File: config.mk
export PLATFORM = sky130hd
export DESIGN_NAME = jesd204b_link_seq
export DESIGN_NICKNAME = d
export VERILOG_FILES = /design/src/rtl/jesd204b_link_seq.sv
export SDC_FILE = /design/constraint.sdc
export NUM_CORES = 1
export LEC_CHECK = 0
export ABC_AREA = 1
export CAP_MARGIN = 20
export CORE_MARGIN = 5
export CORE_UTILIZATION = 45
export DETAILED_ROUTE_END_ITERATION = 8
export HOLD_SLACK_MARGIN = 0.15
export PLACE_DENSITY = 0.68
export SLEW_MARGIN = 20
export SYNTH_ARGS = -nofsm -noshare
export SYNTH_HDL_FRONTEND = slang
export SYNTH_SLANG_ARGS = --single-unit
File: constraint.sdc
create_clock -name link_clk -period 1.8 [get_ports link_clk]
set_input_delay 0.36 -clock link_clk [delete_from_list [all_inputs] [get_ports link_clk]]
set_output_delay 0.36 -clock link_clk [all_outputs]
set_load 0.01 [all_outputs]
File: src/rtl/jesd204b_link_seq.sv
// Bring-up / recovery sequencer for one JESD204B link (TX+RX) with PLL-lock filter and retries.
// Optional loss-of-sync debounce in UP: define JESD_SEQ_LOSS_DEBOUNCE_EN.
module jesd204b_link_seq #(
   parameter int LOCK_FILT    = 16,
   parameter int RST_CYCLES   = 32,
   parameter int SYNC_TIMEOUT = 4096,
   parameter int MAX_RETRY    = 3
`ifdef JESD_SEQ_LOSS_DEBOUNCE_EN
   ,
   parameter int DEBOUNCE     = 4
`endif
) (
   input  logic       link_clk,
   input  logic       reset_b,
   input  logic       start,
   input  logic       pll_lock,
   input  logic       tx_sync_n,
   input  logic       rx_sync_n,
   output logic       tx_en,
   output logic       rx_en,
   output logic       core_reset_b,
   output logic       link_up,
   output logic       link_fail,
   output logic [2:0] state,
   output logic [3:0] retry_cnt
);

   typedef enum logic [2:0] {
      IDLE      = 3'd0,
      WAIT_LOCK = 3'd1,
      RESET     = 3'd2,
      WAIT_SYNC = 3'd3,
      UP        = 3'd4,
      FAIL      = 3'd5
   } state_t;

   localparam int LW = (LOCK_FILT > 1) ? $clog2(LOCK_FILT) : 1;
   localparam int RW = (RST_CYCLES > 1) ? $clog2(RST_CYCLES) : 1;
   localparam int TW = (SYNC_TIMEOUT > 1) ? $clog2(SYNC_TIMEOUT) : 1;
   localparam logic [LW-1:0] LOCK_LAST = LW'(LOCK_FILT - 1);
   localparam logic [RW-1:0] RST_LAST  = RW'(RST_CYCLES - 1);
   localparam logic [TW-1:0] TMO_LAST  = TW'(SYNC_TIMEOUT - 1);
   localparam int MR = (MAX_RETRY > 15) ? 15 : MAX_RETRY;
   localparam logic [3:0] MAX_R = 4'(MR);

   logic lock_s1_q, lock_s2_q;
   logic tx_s1_q, tx_s2_q;
   logic rx_s1_q, rx_s2_q;

   state_t        state_q, state_d;
   logic [3:0]    retry_q, retry_d;
   logic [LW-1:0] lock_cnt_q, lock_cnt_d;
   logic [RW-1:0] rst_cnt_q, rst_cnt_d;
   logic [TW-1:0] tmo_cnt_q, tmo_cnt_d;
   logic          tx_en_q, rx_en_q, core_reset_b_q, link_up_q, link_fail_q;
   logic          en_d, core_reset_b_d, link_up_d, link_fail_d;
   logic          retry_go, sync_ok;

`ifdef JESD_SEQ_LOSS_DEBOUNCE_EN
   localparam int DW = (DEBOUNCE > 1) ? $clog2(DEBOUNCE) : 1;
   localparam logic [DW-1:0] DEB_LAST = DW'(DEBOUNCE - 1);
   logic [DW-1:0] deb_cnt_q, deb_cnt_d;
`endif

   assign sync_ok = tx_s2_q & rx_s2_q;

   always_comb begin
      state_d    = state_q;
      retry_d    = retry_q;
      lock_cnt_d = '0;
      rst_cnt_d  = '0;
      tmo_cnt_d  = '0;
      retry_go   = 1'b0;
`ifdef JESD_SEQ_LOSS_DEBOUNCE_EN
      deb_cnt_d  = '0;
`endif
      // counters only advance while staying put, so every transition clears them
      case (state_q)
         IDLE: begin
            if (start) state_d = WAIT_LOCK;
         end
         WAIT_LOCK: begin
            if (lock_s2_q) begin
               if (lock_cnt_q == LOCK_LAST) state_d = RESET;
               else lock_cnt_d = lock_cnt_q + LW'(1);
            end
         end
         RESET: begin
            if (rst_cnt_q == RST_LAST) state_d = WAIT_SYNC;
            else rst_cnt_d = rst_cnt_q + RW'(1);
         end
         WAIT_SYNC: begin
            if (sync_ok) state_d = UP;
            else if (tmo_cnt_q == TMO_LAST) retry_go = 1'b1;
            else tmo_cnt_d = tmo_cnt_q + TW'(1);
         end
         UP: begin
`ifdef JESD_SEQ_LOSS_DEBOUNCE_EN
            if (!sync_ok) begin
               if (deb_cnt_q == DEB_LAST) retry_go = 1'b1;
               else deb_cnt_d = deb_cnt_q + DW'(1);
            end
`else
            if (!sync_ok) retry_go = 1'b1;
`endif
         end
         FAIL: begin
            state_d = FAIL;
         end
         default: state_d = IDLE;
      endcase

      if (retry_go) begin
         if (retry_q < MAX_R) begin
            retry_d = retry_q + 4'd1;
            state_d = RESET;
         end else begin
            state_d = FAIL;
         end
      end

      // lock loss restarts the filter without spending a retry
      if (!lock_s2_q &&
          (state_q == RESET || state_q == WAIT_SYNC || state_q == UP)) begin
         state_d    = WAIT_LOCK;
         retry_d    = retry_q;
         lock_cnt_d = '0;
         rst_cnt_d  = '0;
         tmo_cnt_d  = '0;
`ifdef JESD_SEQ_LOSS_DEBOUNCE_EN
         deb_cnt_d  = '0;
`endif
      end

      if (!start) begin
         state_d    = IDLE;
         lock_cnt_d = '0;
         rst_cnt_d  = '0;
         tmo_cnt_d  = '0;
`ifdef JESD_SEQ_LOSS_DEBOUNCE_EN
         deb_cnt_d  = '0;
`endif
      end

      if (state_d == IDLE) retry_d = '0;

      en_d = (state_d == RESET) || (state_d == WAIT_SYNC) || (state_d == UP);
      core_reset_b_d = (state_d == WAIT_SYNC) || (state_d == UP);
      link_up_d   = (state_d == UP);
      link_fail_d = (state_d == FAIL);
   end

   always_ff @(posedge link_clk or negedge reset_b) begin
      if (!reset_b) begin
         lock_s1_q      <= 1'b0;
         lock_s2_q      <= 1'b0;
         tx_s1_q        <= 1'b0;
         tx_s2_q        <= 1'b0;
         rx_s1_q        <= 1'b0;
         rx_s2_q        <= 1'b0;
         state_q        <= IDLE;
         retry_q        <= '0;
         lock_cnt_q     <= '0;
         rst_cnt_q      <= '0;
         tmo_cnt_q      <= '0;
         tx_en_q        <= 1'b0;
         rx_en_q        <= 1'b0;
         core_reset_b_q <= 1'b0;
         link_up_q      <= 1'b0;
         link_fail_q    <= 1'b0;
`ifdef JESD_SEQ_LOSS_DEBOUNCE_EN
         deb_cnt_q      <= '0;
`endif
      end else begin
         lock_s1_q      <= pll_lock;
         lock_s2_q      <= lock_s1_q;
         tx_s1_q        <= tx_sync_n;
         tx_s2_q        <= tx_s1_q;
         rx_s1_q        <= rx_sync_n;
         rx_s2_q        <= rx_s1_q;
         state_q        <= state_d;
         retry_q        <= retry_d;
         lock_cnt_q     <= lock_cnt_d;
         rst_cnt_q      <= rst_cnt_d;
         tmo_cnt_q      <= tmo_cnt_d;
         tx_en_q        <= en_d;
         rx_en_q        <= en_d;
         core_reset_b_q <= core_reset_b_d;
         link_up_q      <= link_up_d;
         link_fail_q    <= link_fail_d;
`ifdef JESD_SEQ_LOSS_DEBOUNCE_EN
         deb_cnt_q      <= deb_cnt_d;
`endif
      end
   end

   assign tx_en        = tx_en_q;
   assign rx_en        = rx_en_q;
   assign core_reset_b = core_reset_b_q;
   assign link_up      = link_up_q;
   assign link_fail    = link_fail_q;
   assign state        = state_q;
   assign retry_cnt    = retry_q;

endmodule

==> impl_table.tex, run 1 <==
\begin{tabular}{lr}
\hline
Metric & Value \\
\hline
\multicolumn{2}{l}{\textbf{Clock network}} \\
\quad Clk\_lat worst skew & 0.28 ns \\
\quad Clock tree from TritonCTS & built \\
\quad Number of clock buffers inserted by TritonCTS & 5 \\
\quad Cell at the root of the clock tree & sky130\_fd\_sc\_hd\_\_clkbuf\_8 \\
\quad Clock net sink count & 38 \\
\quad Htree depth & 2 \\
\quad Number of buffers between clock root and the deepest sink & 2 \\
\quad Worst-path clk slew & approximately 0.070 ns \\
\multicolumn{2}{l}{\textbf{Flow run}} \\
\quad Max-cap check violation count & 0 \\
\multicolumn{2}{l}{\textbf{Yosys}} \\
\quad Ys async rst share & 1.00 \\
\quad Area fraction of the dominant cell type after synthesis & 0.541 \\
\quad Number of flops mapped to enable cells by yosys & 0 \\
\quad Share of cell area taken by muxes after synthesis & 0 \\
\quad Most area-hungry cell type in the Yosys netlist & sky130\_fd\_sc\_hd\_\_dfrtp\_1 \\
\quad Proportion of synthesized chip area in sequential cells & 0.541 \\
\quad Combinational family with the most area after synthesis & simple AND/OR/NAND/NOR gates \\
\quad Synthesized-area fraction occupied by and/or/nand/nor cells & 0.285 \\
\quad Register bit count reported by yosys & 38 \\
\quad Number of cells produced by synthesis & between 150 and 200 \\
\quad Average cell area after synthesis & roughly 9.4 sq um \\
\quad Fraction of the mapped netlist area in compound gates & 0.0278 \\
\quad List of most frequent post-synthesis cells & sky130\_fd\_sc\_hd\_\_dfrtp\_1, sky130\_fd\_sc\_hd\_\_nor2\_1, sky130\_fd\_sc\_hd\_\_nand2\_1 \\
\quad Total of warnings raised by yosys & 0 \\
\quad Main area contributors after synthesis & sky130\_fd\_sc\_hd\_\_dfrtp\_1, sky130\_fd\_sc\_hd\_\_nor2\_1, sky130\_fd\_sc\_hd\_\_nand2\_1 \\
\quad Cell area after technology mapping & between 0.0015 and 0.002 sq mm \\
\quad Area share of xor/xnor cells in the synthesized design & 0.0548 \\
\quad Arithmetic-cell share of the synthesized area counting full adders, half adders and majority gates & 0.0356 \\
\quad Top flip-flop cell by instance count after synthesis & sky130\_fd\_sc\_hd\_\_dfrtp\_1 \\
\quad Most frequent cell after synthesis & sky130\_fd\_sc\_hd\_\_dfrtp\_1 \\
\quad Syn Nets & slightly below 200 \\
\quad Yosys cell types & 26 \\
\multicolumn{2}{l}{\textbf{Timing}} \\
\quad Total negative slack for setup checks & 0 ns \\
\quad Max-slew headroom at the worst pin & 0.695 \\
\quad Fraction of the cycle the final worst path needs & 0.952 \\
\quad Final max-slew violation count & 0 \\
\quad RSZ-0062 raised after global routing & yes \\
\quad Achievable frequency & 584 MHz \\
\quad Slew @ Worst Pin & approximately 0.46 ns \\
\quad Worst Clk Skew & $\sim$0.0074 ns \\
\quad Count of endpoints failing setup in the final report & 0 \\
\quad Final Hold Slack & 0.351 ns \\
\quad Number of hold violations in the final report & 0 \\
\quad Minimum period implied by the final worst setup slack & $\sim$1.7 ns \\
\multicolumn{2}{l}{\textbf{Power}} \\
\quad Internal power of the cells & around 1.3 mW \\
\quad Seq pwr share & 0.537 \\
\quad PwrDens & about 740 mW/mm\^{}2 \\
\quad Switching power share of the total & 0.195 \\
\quad Peak ir drop on the vdd network & 0.000414 V \\
\quad Power share of the combinational group & 0.041 \\
\quad Static Leak & a little under 1 nW \\
\quad Sw power & about 0.32 mW \\
\quad Clock share of power & 0.422 \\
\multicolumn{2}{l}{\textbf{Layout}} \\
\quad Fill cell instance count of the final layout & 333 \\
\quad Share of post-route cells with drive strength above 1 & 0.225 \\
\quad Growth of design area from synthesis to finish & 23.9\% \\
\quad Util after Layout & 0.586 \\
\quad Diode insertion count for antenna repair & 0 \\
\quad Non-Filler Instances & around 270 \\
\quad Final non-filler cell area & around 0.0022 sq mm \\
\quad Final net count & roughly 230 \\
\multicolumn{2}{l}{\textbf{Global routing}} \\
\quad Remaining Overflow, GRT & 0 \\
\quad First-pass GRT wire length & between 5 and 6 mm \\
\quad Maximum number of pins on one net before global-route repair & 39 \\
\quad Via count of the first global-routing pass & between 1000 and 1500 \\
\quad Number of antenna violations at the first check in global routing & 0 \\
\quad GRT Total Usage & 0.130 \\
\multicolumn{2}{l}{\textbf{Route}} \\
\quad Detailed-route wire length & between 2 and 3 mm \\
\quad Post-detailed-route DRC marker count & 0 \\
\quad Drt wl/cell & approximately 11 microns \\
\quad Antenna-violating nets left & 0 \\
\quad Number of iterations in the first detailed-routing pass & 4 \\
\quad Total number of vias & 1268 \\
\quad Vias per cell & $\sim$4.8 \\
\quad Drt initial violations & 50 \\
\multicolumn{2}{l}{\textbf{Die}} \\
\quad Number of standard-cell rows in the floorplan & 22 \\
\quad Die footprint & about 0.0053 sq mm \\
\quad Starting density of the core & 0.473 \\
\quad Core outline area & 0.00372 sq mm \\
\quad Die span in x & just over 70 microns \\
\quad Y dimension of the die & between 70 and 80 microns \\
\quad Number of primary I/O pins & 18 \\
\multicolumn{2}{l}{\textbf{Worst setup path}} \\
\quad Number of cells on the worst reg-to-reg path & 11 \\
\quad Largest stage delay on the critical path & about 0.38 ns \\
\quad Capture point of the worst reg-to-reg path & retry\_cnt[2] \\
\quad Reg-to-reg setup timing slack & around 0.087 ns \\
\quad Crit path DAT & between 1.5 and 2 ns \\
\quad Nature of the critical path startpoint & register \\
\quad Setup CP Type & reg2reg \\
\quad Crit. End Element & register \\
\quad Data required time of the worst path & around 2 ns \\
\quad Series of cell instances along the critical path & ha\_2, and3\_4, ha\_4, o21ai\_2, nand3\_1, nor2\_1, nand3\_1, nand2\_1, nor2\_2, nor2\_4, nor2\_1 \\
\quad Reg2Reg Launch Point & rst\_cnt\_q[1] \\
\quad Worst path slowest cell & sky130\_fd\_sc\_hd\_\_dfrtp\_1 \\
\quad Highest net fanout along the worst path & 4 \\
\multicolumn{2}{l}{\textbf{Place}} \\
\quad Gp weighted congestion & approximately 0.8 \\
\quad Number of buffers added on ports & 17 \\
\quad Area of placed instances & between 0.002 and 0.0025 sq mm \\
\quad Cell count after placement & 255 \\
\quad Detail Placement HPWL & about 2.1 mm \\
\multicolumn{2}{l}{\textbf{Run status}} \\
\quad Outcome & finished clean \\
\multicolumn{2}{l}{\textbf{Hold path}} \\
\quad Hold Path Sink & lock\_s2\_q \\
\quad Worst hold path stage count & 0 \\
\quad Class of the tightest hold or removal check & reg2reg \\
\quad HP Start & lock\_s1\_q \\
\hline
\end{tabular}
==> power groups by stage <==
stage | clock network [mW] | registers, mW | logic, mW
floorplan | 0 | 0.885 | 0.0244
global placement | 0 | 0.885 | 0.0622
detailed placement | 0 | 0.885 | 0.0632
CTS | 0.704 | 0.869 | 0.0660
global route | 0.749 | 0.869 | 0.0777
finish | 0.683 | 0.869 | 0.0663
==> registers in the layout, summed over array words and instances, names as in the netlist, 3 cells and up <==
| signal | flops |
|---|---|
| lock_cnt_q | 4 |
| retry_cnt | 4 |
| state | 3 |
| tmo_cnt_q | 12 |
| rst_cnt_q | 5 |
==> worst max-delay path: cells and delay by family (launching register included) <==
family | cells | cell delay [ns]
and+or+nand+nor | 8 | 0.76
DFF | 1 | 0.38
adders and majority gates | 2 | 0.36
AOI/OAI and AO/OA | 1 | 0.11
==> per-layer routing <==
metal | vias to the layer above | GRT usage | share of wire
met5 | - | 0 | 0
met4 | 0 | 0.0553 | 0.015
met3 | 4 | 0.0485 | 0.050
met2 | 25 | 0.208 | 0.48
met1 | 597 | 0.156 | 0.46
li1 | 642 | - | -
==> logic make-up after synthesis <==
family	count (synthesis)
simple gates	99
flops	38
buf+inv	25
xor+xnor	11
compound gates	9
fa+ha+maj	5
==> what timing repair did <==
item | 4_1_cts | 5_1_grt
hold buffers | 1 | 0
endpoints found under the hold margin | 38 | 0
pin swaps | 5 | 3
setup endpoints to repair | 7 | 7
buffers inserted | 2 | 0
resized for setup | 4 | 7
cloned | 0 | 0
==> through the flow <==
stage,worst slack [ns],power (mW)
after floorplan,0.0510,0.909
after global placement,-0.0453,0.947
after detailed placement,-0.108,0.948
after CTS,0.00352,1.64
after global routing,-0.0492,1.70
final,0.0865,1.62
==> worst max path at each step <==
stage / start / end / cells past startpoint
global route: rst_cnt_q[1] / retry_cnt[2] / 11
detailed placement: rst_cnt_q[0] / retry_cnt[3] / 11
CTS: rst_cnt_q[1] / retry_cnt[0] / 11
global placement: rst_cnt_q[0] / retry_cnt[3] / 11
floorplan: rst_cnt_q[0] / retry_cnt[0] / 11
finish: rst_cnt_q[1] / retry_cnt[2] / 11
==> final cells by class <==
class | count | area [sq um] | area share
flip-flops and latches | 38 | 951 | 0.437
multi-input cells | 124 | 751 | 0.345
repair buffers | 24 | 220 | 0.101
inverters | 24 | 90.1 | 0.0414
clock buffers | 7 | 76.3 | 0.0350
well taps | 48 | 60.1 | 0.0276
clock inverters | 1 | 30.0 | 0.0138
==> cells in the final DEF, fill, tap and decap left out, drive strengths merged, types with 4 or more instances in the layout <==
cell and n:
inv 23, clkdlybuf4s50 16, ha 5, nor3b 5
nor3 4, nor2 40, xnor2 5, nand2 31
xor2 6, clkbuf 7, dfrtp 38, o21ai 4
a21oi 5, buf 7, nand3 16
(Power assumes the default switching activity.)
==> run 2, diff against run 1 <==
CTS_BUF_LIST = sky130_fd_sc_hd__clkbuf_4   (was default)
PLACE_DENSITY = 0.66   (was 0.68)
REMOVE_ABC_BUFFERS = 1   (was default)
clock period = 1.9 ns   (was 1.8 ns; I/O delays follow)
==> impl_table.tex, run 2 (synthesized netlist as in run 1, its figures left out) <==
\begin{tabular}{lr}
\hline
Metric & Value \\
\hline
\multicolumn{2}{l}{\textbf{Global routing}} \\
\quad GRT Total Usage & 0.138 \\
\quad Maximum number of pins on one net before global-route repair & 39 \\
\quad Number of antenna violations at the first check in global routing & 0 \\
\quad Remaining Overflow, GRT & 0 \\
\quad Via count of the first global-routing pass & 1359 \\
\quad First-pass GRT wire length & 5.71 mm \\
\multicolumn{2}{l}{\textbf{Layout}} \\
\quad Max reg flops & 12 \\
\quad Diode insertion count for antenna repair & 0 \\
\quad Growth of design area from synthesis to finish & 21.1\% \\
\quad Non-Filler Instances & roughly 270 \\
\quad Registers with the highest flip-flop counts & tmo\_cnt\_q (12), rst\_cnt\_q (5) \\
\quad Multi-input logic area & 726 sq um \\
\quad Leading cell type in the layout, fill and taps excluded & sky130\_fd\_sc\_hd\_\_dfrtp\_1 \\
\quad Final net count & around 230 \\
\quad Fill cell instance count of the final layout & 336 \\
\quad Share of post-route cells with drive strength above 1 & 0.220 \\
\quad Most used cells in the layout excluding fill and tap cells & sky130\_fd\_sc\_hd\_\_dfrtp\_1, sky130\_fd\_sc\_hd\_\_nor2\_1, sky130\_fd\_sc\_hd\_\_nand2\_1 \\
\quad Largest Register & tmo\_cnt\_q \\
\quad Footprint of the flip-flops and latches & 951 sq um \\
\multicolumn{2}{l}{\textbf{Route}} \\
\quad Detailed-route wire length & roughly 3.1 mm \\
\quad Drt wl/cell & 11.8 microns \\
\quad Drt initial violations & 39 \\
\quad Number of iterations in the first detailed-routing pass & 4 \\
\quad Total number of vias & about 1300 \\
\quad Antenna-violating nets left & 0 \\
\quad Vias per cell & around 4.8 \\
\quad Post-detailed-route DRC marker count & 0 \\
\multicolumn{2}{l}{\textbf{Worst setup path}} \\
\quad Data required time of the worst path & between 1.5 and 2 ns \\
\quad Crit path DAT & between 1 and 1.5 ns \\
\quad Bufs and invs on worst path & 1 \\
\quad Top Family by Delay on Critical Path & buffers and inverters \\
\quad Largest stage delay on the critical path & about 0.59 ns \\
\quad Setup CP Type & reg2out \\
\quad Worst path slowest cell & sky130\_fd\_sc\_hd\_\_clkdlybuf4s50\_1 \\
\quad Highest net fanout along the worst path & 5 \\
\quad Nature of the critical path startpoint & register \\
\quad Series of cell instances along the critical path & clkdlybuf4s50\_1 \\
\quad Crit. End Element & primary output \\
\multicolumn{2}{l}{\textbf{Die}} \\
\quad Starting density of the core & 0.473 \\
\quad Number of standard-cell rows in the floorplan & 22 \\
\quad Number of primary I/O pins & 18 \\
\quad Y dimension of the die & 72.5 microns \\
\quad Die span in x & between 70 and 80 microns \\
\quad Die footprint & approximately 0.0053 sq mm \\
\quad Core outline area & about 0.0037 sq mm \\
\multicolumn{2}{l}{\textbf{Clock network}} \\
\quad Worst-path clk slew & $\sim$0.12 ns \\
\quad Number of buffers between clock root and the deepest sink & 2 \\
\quad Number of clock buffers inserted by TritonCTS & 5 \\
\quad Clk\_lat worst skew & roughly 0.34 ns \\
\quad Clock net sink count & 38 \\
\quad Htree depth & 2 \\
\quad Clock tree from TritonCTS & built \\
\quad Cell at the root of the clock tree & sky130\_fd\_sc\_hd\_\_clkbuf\_4 \\
\multicolumn{2}{l}{\textbf{Timing}} \\
\quad Final max-slew violation count & 0 \\
\quad Achievable frequency & about 560 MHz \\
\quad RSZ-0062 raised after global routing & no \\
\quad Fraction of the cycle the final worst path needs & 0.948 \\
\quad Worst Clk Skew & roughly 0.016 ns \\
\quad Number of hold violations in the final report & 0 \\
\quad Minimum period implied by the final worst setup slack & between 1.5 and 2 ns \\
\quad Count of endpoints failing setup in the final report & 0 \\
\quad Max-slew headroom at the worst pin & 0.689 \\
\quad Setup WS post-layout & around 0.1 ns \\
\quad Slew @ Worst Pin & 0.467 ns \\
\multicolumn{2}{l}{\textbf{Power}} \\
\quad PwrDens & around 670 mW/mm\^{}2 \\
\quad Peak ir drop on the vdd network & approximately 0.0004 V \\
\quad Static Leak & a little under 1 nW \\
\multicolumn{2}{l}{\textbf{Place}} \\
\quad Detail Placement HPWL & 2.41 mm \\
\quad Gp weighted congestion & approximately 0.8 \\
\quad Cell count after placement & 254 \\
\quad Number of buffers added on ports & 17 \\
\quad Pre-CTS setup slack & -0.0555 ns \\
\multicolumn{2}{l}{\textbf{Hold path}} \\
\quad Class of the tightest hold or removal check & reg2reg \\
\multicolumn{2}{l}{\textbf{Flow run}} \\
\quad Max-cap check violation count & 0 \\
\multicolumn{2}{l}{\textbf{Run status}} \\
\quad Outcome & finished clean \\
\hline
\end{tabular}
-- run 2: worst paths after layout --
| check | end | cells after the start | slack, ns | startpoint |
|---|---|---|---|---|
| max | state[2] | 1 | 0.1 | state[2] |
| min | rx_s2_q | 0 | 0.37 | rx_s1_q |
| max reg2reg | retry_cnt[1] | 11 | 0.12 | rst_cnt_q[1] |
| min reg2reg | rx_s2_q | 0 | 0.37 | rx_s1_q |
| max in group asynchronous | tmo_cnt_q[11] | 3 | 0.96 | reset_b |
| min in group asynchronous | state[2] | 3 | 0.60 | reset_b |
-- run 2: where the power goes --
| part | leakage (nW) | internal [mW] | switching, mW |
|---|---|---|---|
| logic | 0.425 | 0.0236 | 0.0378 |
| registers | 0.515 | 0.817 | 0.00578 |
| clock network | 0.0419 | 0.292 | 0.260 |
-- run 2: layer usage --
layer / routed length (microns) / vias to the layer above / GRT usage
met5: 0 / - / 0
met1: 1390 / 589 / 0.155
li1: - / 649 / -
met2: 1590 / 25 / 0.244
met4: 23 / 0 / 0.0389
met3: 146 / 4 / 0.0540
-- run 2: timing repair --
action                     CTS  global route
hold endpoints to repair    38             0
hold buffers                 1             0
setup buffers                0             3
gates resized for setup      3             3
pin swaps                    2             6
setup endpoints to repair    6             5
-- run 2: final cells by class --
class                           instances  area share
Inverter                               24      0.0423
Timing Repair Buffer                   24       0.103
Sequential cell                        38       0.447
Clock inverter                          2      0.0176
Multi-Input combinational cell        124       0.341
Tap cell                               48      0.0282
Clock buffer                            6      0.0212
-- run 2: metrics by stage --
step / total power, mW / setup TNS, ns / hold slack, ns / utilization / instance area (sq um)
2_1_floorplan: 0.861 / 0 / 0.0844 / - / 1750
3_3_place_gp: 0.898 / 0 / 0.332 / 0.538 / 2000
4_1_cts: 1.46 / 0 / 0.369 / 0.564 / 2100
3_5_place_dp: 0.900 / -0.192 / 0.342 / 0.538 / 2000
6_report: 1.44 / 0 / 0.366 / 0.573 / 2130
5_1_grt: 1.51 / 0 / 0.382 / 0.573 / 2130
==> run 3, diff against run 2 <==
clock period = 1.75 ns   (was 1.9 ns; I/O delays follow)
==> impl_table.tex, run 3 (synthesized netlist as in run 1, its figures left out) <==
\begin{tabular}{lr}
\hline
Metric & Value \\
\hline
\multicolumn{2}{l}{\textbf{Worst setup path}} \\
\quad Reg-to-reg setup timing slack & -0.008 ns \\
\quad Source of the critical timing path & rst\_cnt\_q[0] \\
\quad Data required time of the worst path & 1.99 ns \\
\quad Top Family by Delay on Critical Path & simple AND/OR/NAND/NOR gates \\
\quad Series of cell instances along the critical path & ha\_2, and3\_4, ha\_4, o21ai\_2, nand3\_1, nor2\_1, nand3\_1, nand2\_1, nor2\_2, nor2\_2, nor2\_1 \\
\quad End point of the critical path & retry\_cnt[3] \\
\quad Nature of the critical path startpoint & register \\
\quad Number of logic stages on the critical path including buffering & 11 \\
\quad Crit. End Element & register \\
\quad Bufs and invs on worst path & 0 \\
\quad Setup CP Type & reg2reg \\
\quad Crit path DAT & 1.99 ns \\
\quad Number of cells on the worst reg-to-reg path & 11 \\
\quad Largest stage delay on the critical path & approximately 0.40 ns \\
\quad Worst path slowest cell & sky130\_fd\_sc\_hd\_\_dfrtp\_1 \\
\quad Capture point of the worst reg-to-reg path & retry\_cnt[3] \\
\quad Highest net fanout along the worst path & 4 \\
\quad Reg2Reg Launch Point & rst\_cnt\_q[0] \\
\multicolumn{2}{l}{\textbf{Run status}} \\
\quad Failing checks & negative setup slack \\
\quad Outcome & complete, but fails checks \\
\multicolumn{2}{l}{\textbf{Die}} \\
\quad Starting density of the core & 0.473 \\
\quad Core outline area & roughly 0.0037 sq mm \\
\quad Die footprint & between 0.005 and 0.006 sq mm \\
\quad Number of primary I/O pins & 18 \\
\quad Number of standard-cell rows in the floorplan & 22 \\
\quad Y dimension of the die & 72.5 microns \\
\quad Die span in x & 72.5 microns \\
\multicolumn{2}{l}{\textbf{Timing}} \\
\quad Number of hold violations in the final report & 0 \\
\quad RSZ-0062 raised after global routing & yes \\
\quad Final Hold Slack & approximately 0.36 ns \\
\quad Worst Clk Skew & 0.00499 ns \\
\quad Fraction of the cycle the final worst path needs & 1.00 \\
\quad Max-slew headroom at the worst pin & 0.684 \\
\quad Setup WS post-layout & -0.00753 ns \\
\quad Achievable frequency & 569 MHz \\
\quad Count of endpoints failing setup in the final report & 2 \\
\quad Final max-slew violation count & 0 \\
\quad Slew @ Worst Pin & $\sim$0.47 ns \\
\quad Minimum period implied by the final worst setup slack & $\sim$1.8 ns \\
\multicolumn{2}{l}{\textbf{Layout}} \\
\quad Non-Filler Instances & approximately 270 \\
\quad Max reg flops & 12 \\
\quad Growth of design area from synthesis to finish & 24.1\% \\
\quad Final net count & 230 \\
\quad Largest Register & tmo\_cnt\_q \\
\quad Diode insertion count for antenna repair & 0 \\
\quad Most used cells in the layout excluding fill and tap cells & sky130\_fd\_sc\_hd\_\_dfrtp\_1, sky130\_fd\_sc\_hd\_\_nor2\_1, sky130\_fd\_sc\_hd\_\_nand2\_1 \\
\quad Leading cell type in the layout, fill and taps excluded & sky130\_fd\_sc\_hd\_\_dfrtp\_1 \\
\quad Registers with the highest flip-flop counts & tmo\_cnt\_q (12), rst\_cnt\_q (5) \\
\quad Util after Layout & 0.587 \\
\quad Share of post-route cells with drive strength above 1 & 0.236 \\
\quad Final non-filler cell area & $\sim$0.0022 sq mm \\
\multicolumn{2}{l}{\textbf{Power}} \\
\quad Total Power Consumption & 1.68 mW \\
\quad Static Leak & 1.03 nW \\
\quad Power share of the combinational group & 0.040 \\
\quad Sw power & about 0.32 mW \\
\quad Peak ir drop on the vdd network & $\sim$0.00043 V \\
\quad PwrDens & approximately 770 mW/mm\^{}2 \\
\quad Internal power of the cells & between 1 and 1.5 mW \\
\quad Seq pwr share & 0.533 \\
\quad Switching power share of the total & 0.193 \\
\quad Clock share of power & 0.427 \\
\multicolumn{2}{l}{\textbf{Global routing}} \\
\quad Maximum number of pins on one net before global-route repair & 39 \\
\quad Via count of the first global-routing pass & approximately 1300 \\
\quad GRT Total Usage & 0.141 \\
\quad Remaining Overflow, GRT & 0 \\
\quad Number of antenna violations at the first check in global routing & 0 \\
\quad First-pass GRT wire length & roughly 5.8 mm \\
\multicolumn{2}{l}{\textbf{Route}} \\
\quad Number of iterations in the first detailed-routing pass & 2 \\
\quad Post-detailed-route DRC marker count & 0 \\
\quad Drt wl/cell & $\sim$12 microns \\
\quad Drt initial violations & 35 \\
\quad Detailed-route wire length & approximately 3.3 mm \\
\quad Total number of vias & 1312 \\
\quad Vias per cell & about 4.9 \\
\quad Antenna-violating nets left & 0 \\
\multicolumn{2}{l}{\textbf{Place}} \\
\quad Number of buffers added on ports & 17 \\
\quad Area of placed instances & between 0.002 and 0.0025 sq mm \\
\quad Cell count after placement & 256 \\
\quad Gp weighted congestion & approximately 0.88 \\
\quad Detail Placement HPWL & 2.36 mm \\
\multicolumn{2}{l}{\textbf{Hold path}} \\
\quad Class of the tightest hold or removal check & reg2reg \\
\multicolumn{2}{l}{\textbf{Clock network}} \\
\quad Worst-path clk slew & between 0.1 and 0.15 ns \\
\quad Clock tree from TritonCTS & built \\
\quad Htree depth & 2 \\
\quad Cell at the root of the clock tree & sky130\_fd\_sc\_hd\_\_clkbuf\_4 \\
\quad Clk\_lat worst skew & 0.34 ns \\
\quad Clock net sink count & 38 \\
\quad Number of buffers between clock root and the deepest sink & 2 \\
\quad Number of clock buffers inserted by TritonCTS & 5 \\
\multicolumn{2}{l}{\textbf{Flow run}} \\
\quad Max-cap check violation count & 0 \\
\hline
\end{tabular}
[run 3: changes by cell type in the layout (fill, tap and decap cells not counted), sizes merged]
cell / delta
bufinv: +1
dlymetal6s2s: +2
clkinv: +1
clkinvlp: -1
clkbuf: -1
buf: +2
clkdlybuf4s50: -2
[run 3: routing by layer]
layer	wire length, microns	share of wire	track usage
met5	0	0	0
met4	42	0.013	0.0451
met3	168	0.052	0.0540
met2	1600	0.49	0.237
met1	1450	0.44	0.167
[run 3: worst min path at each step]
stage	cells after the start	slack (ns)	from	endpoint
after floorplan	0	0.05	reset_b	core_reset_b
after global placement	0	0.33	rx_s1_q	rx_s2_q
after detailed placement	0	0.34	tx_s1_q	tx_s2_q
after CTS	0	0.37	lock_s1_q	lock_s2_q
after global routing	0	0.38	lock_s1_q	lock_s2_q
final	0	0.36	lock_s1_q	lock_s2_q
[run 3: worst register-to-register path, delay by kind of cell (launching register included)]
kind                     cells  cell delay [ns]
AND/OR/NAND/NOR              8             0.80
flip-flops                   1             0.40
adder cells (fa/ha/maj)      2             0.35
AO/OA/AOI/OAI                1             0.10
[run 3: area by class of cell]
cell class	count	area [sq um]
clock buffer	5	37.5
timing repair buffer	26	240
fill	356	1530
clock inverter	3	63.8
tap	48	60.1
inverter	24	90.1
multi-input combinational	124	736
sequential	38	955
[run 3: timing repair]
action / 4_1_cts / 5_1_grt
setup buffers: 0 / 3
hold buffers: 1 / 0
pin swaps: 10 / 8
endpoints found under the hold margin: 38 / 0
endpoints found under the setup margin: 10 / 10
gates resized for setup: 9 / 3
[run 3: power groups by stage]
stage / sequential [mW] / clock [mW] / combinational (mW)
2_1_floorplan: 0.910 / 0 / 0.0251
3_3_place_gp: 0.910 / 0 / 0.0653
3_5_place_dp: 0.911 / 0 / 0.0662
4_1_cts: 0.894 / 0.736 / 0.0693
5_1_grt: 0.896 / 0.789 / 0.0779
6_report: 0.894 / 0.716 / 0.0671
[run 3: metrics by stage]
step / worst slack (ns) / setup TNS (ns)
2_1_floorplan: 0.000970 / 0
3_3_place_gp: -0.0670 / -0.269
3_5_place_dp: -0.110 / -0.461
4_1_cts: -0.0486 / -0.161
5_1_grt: -0.152 / -0.786
6_report: -0.00753 / -0.0105
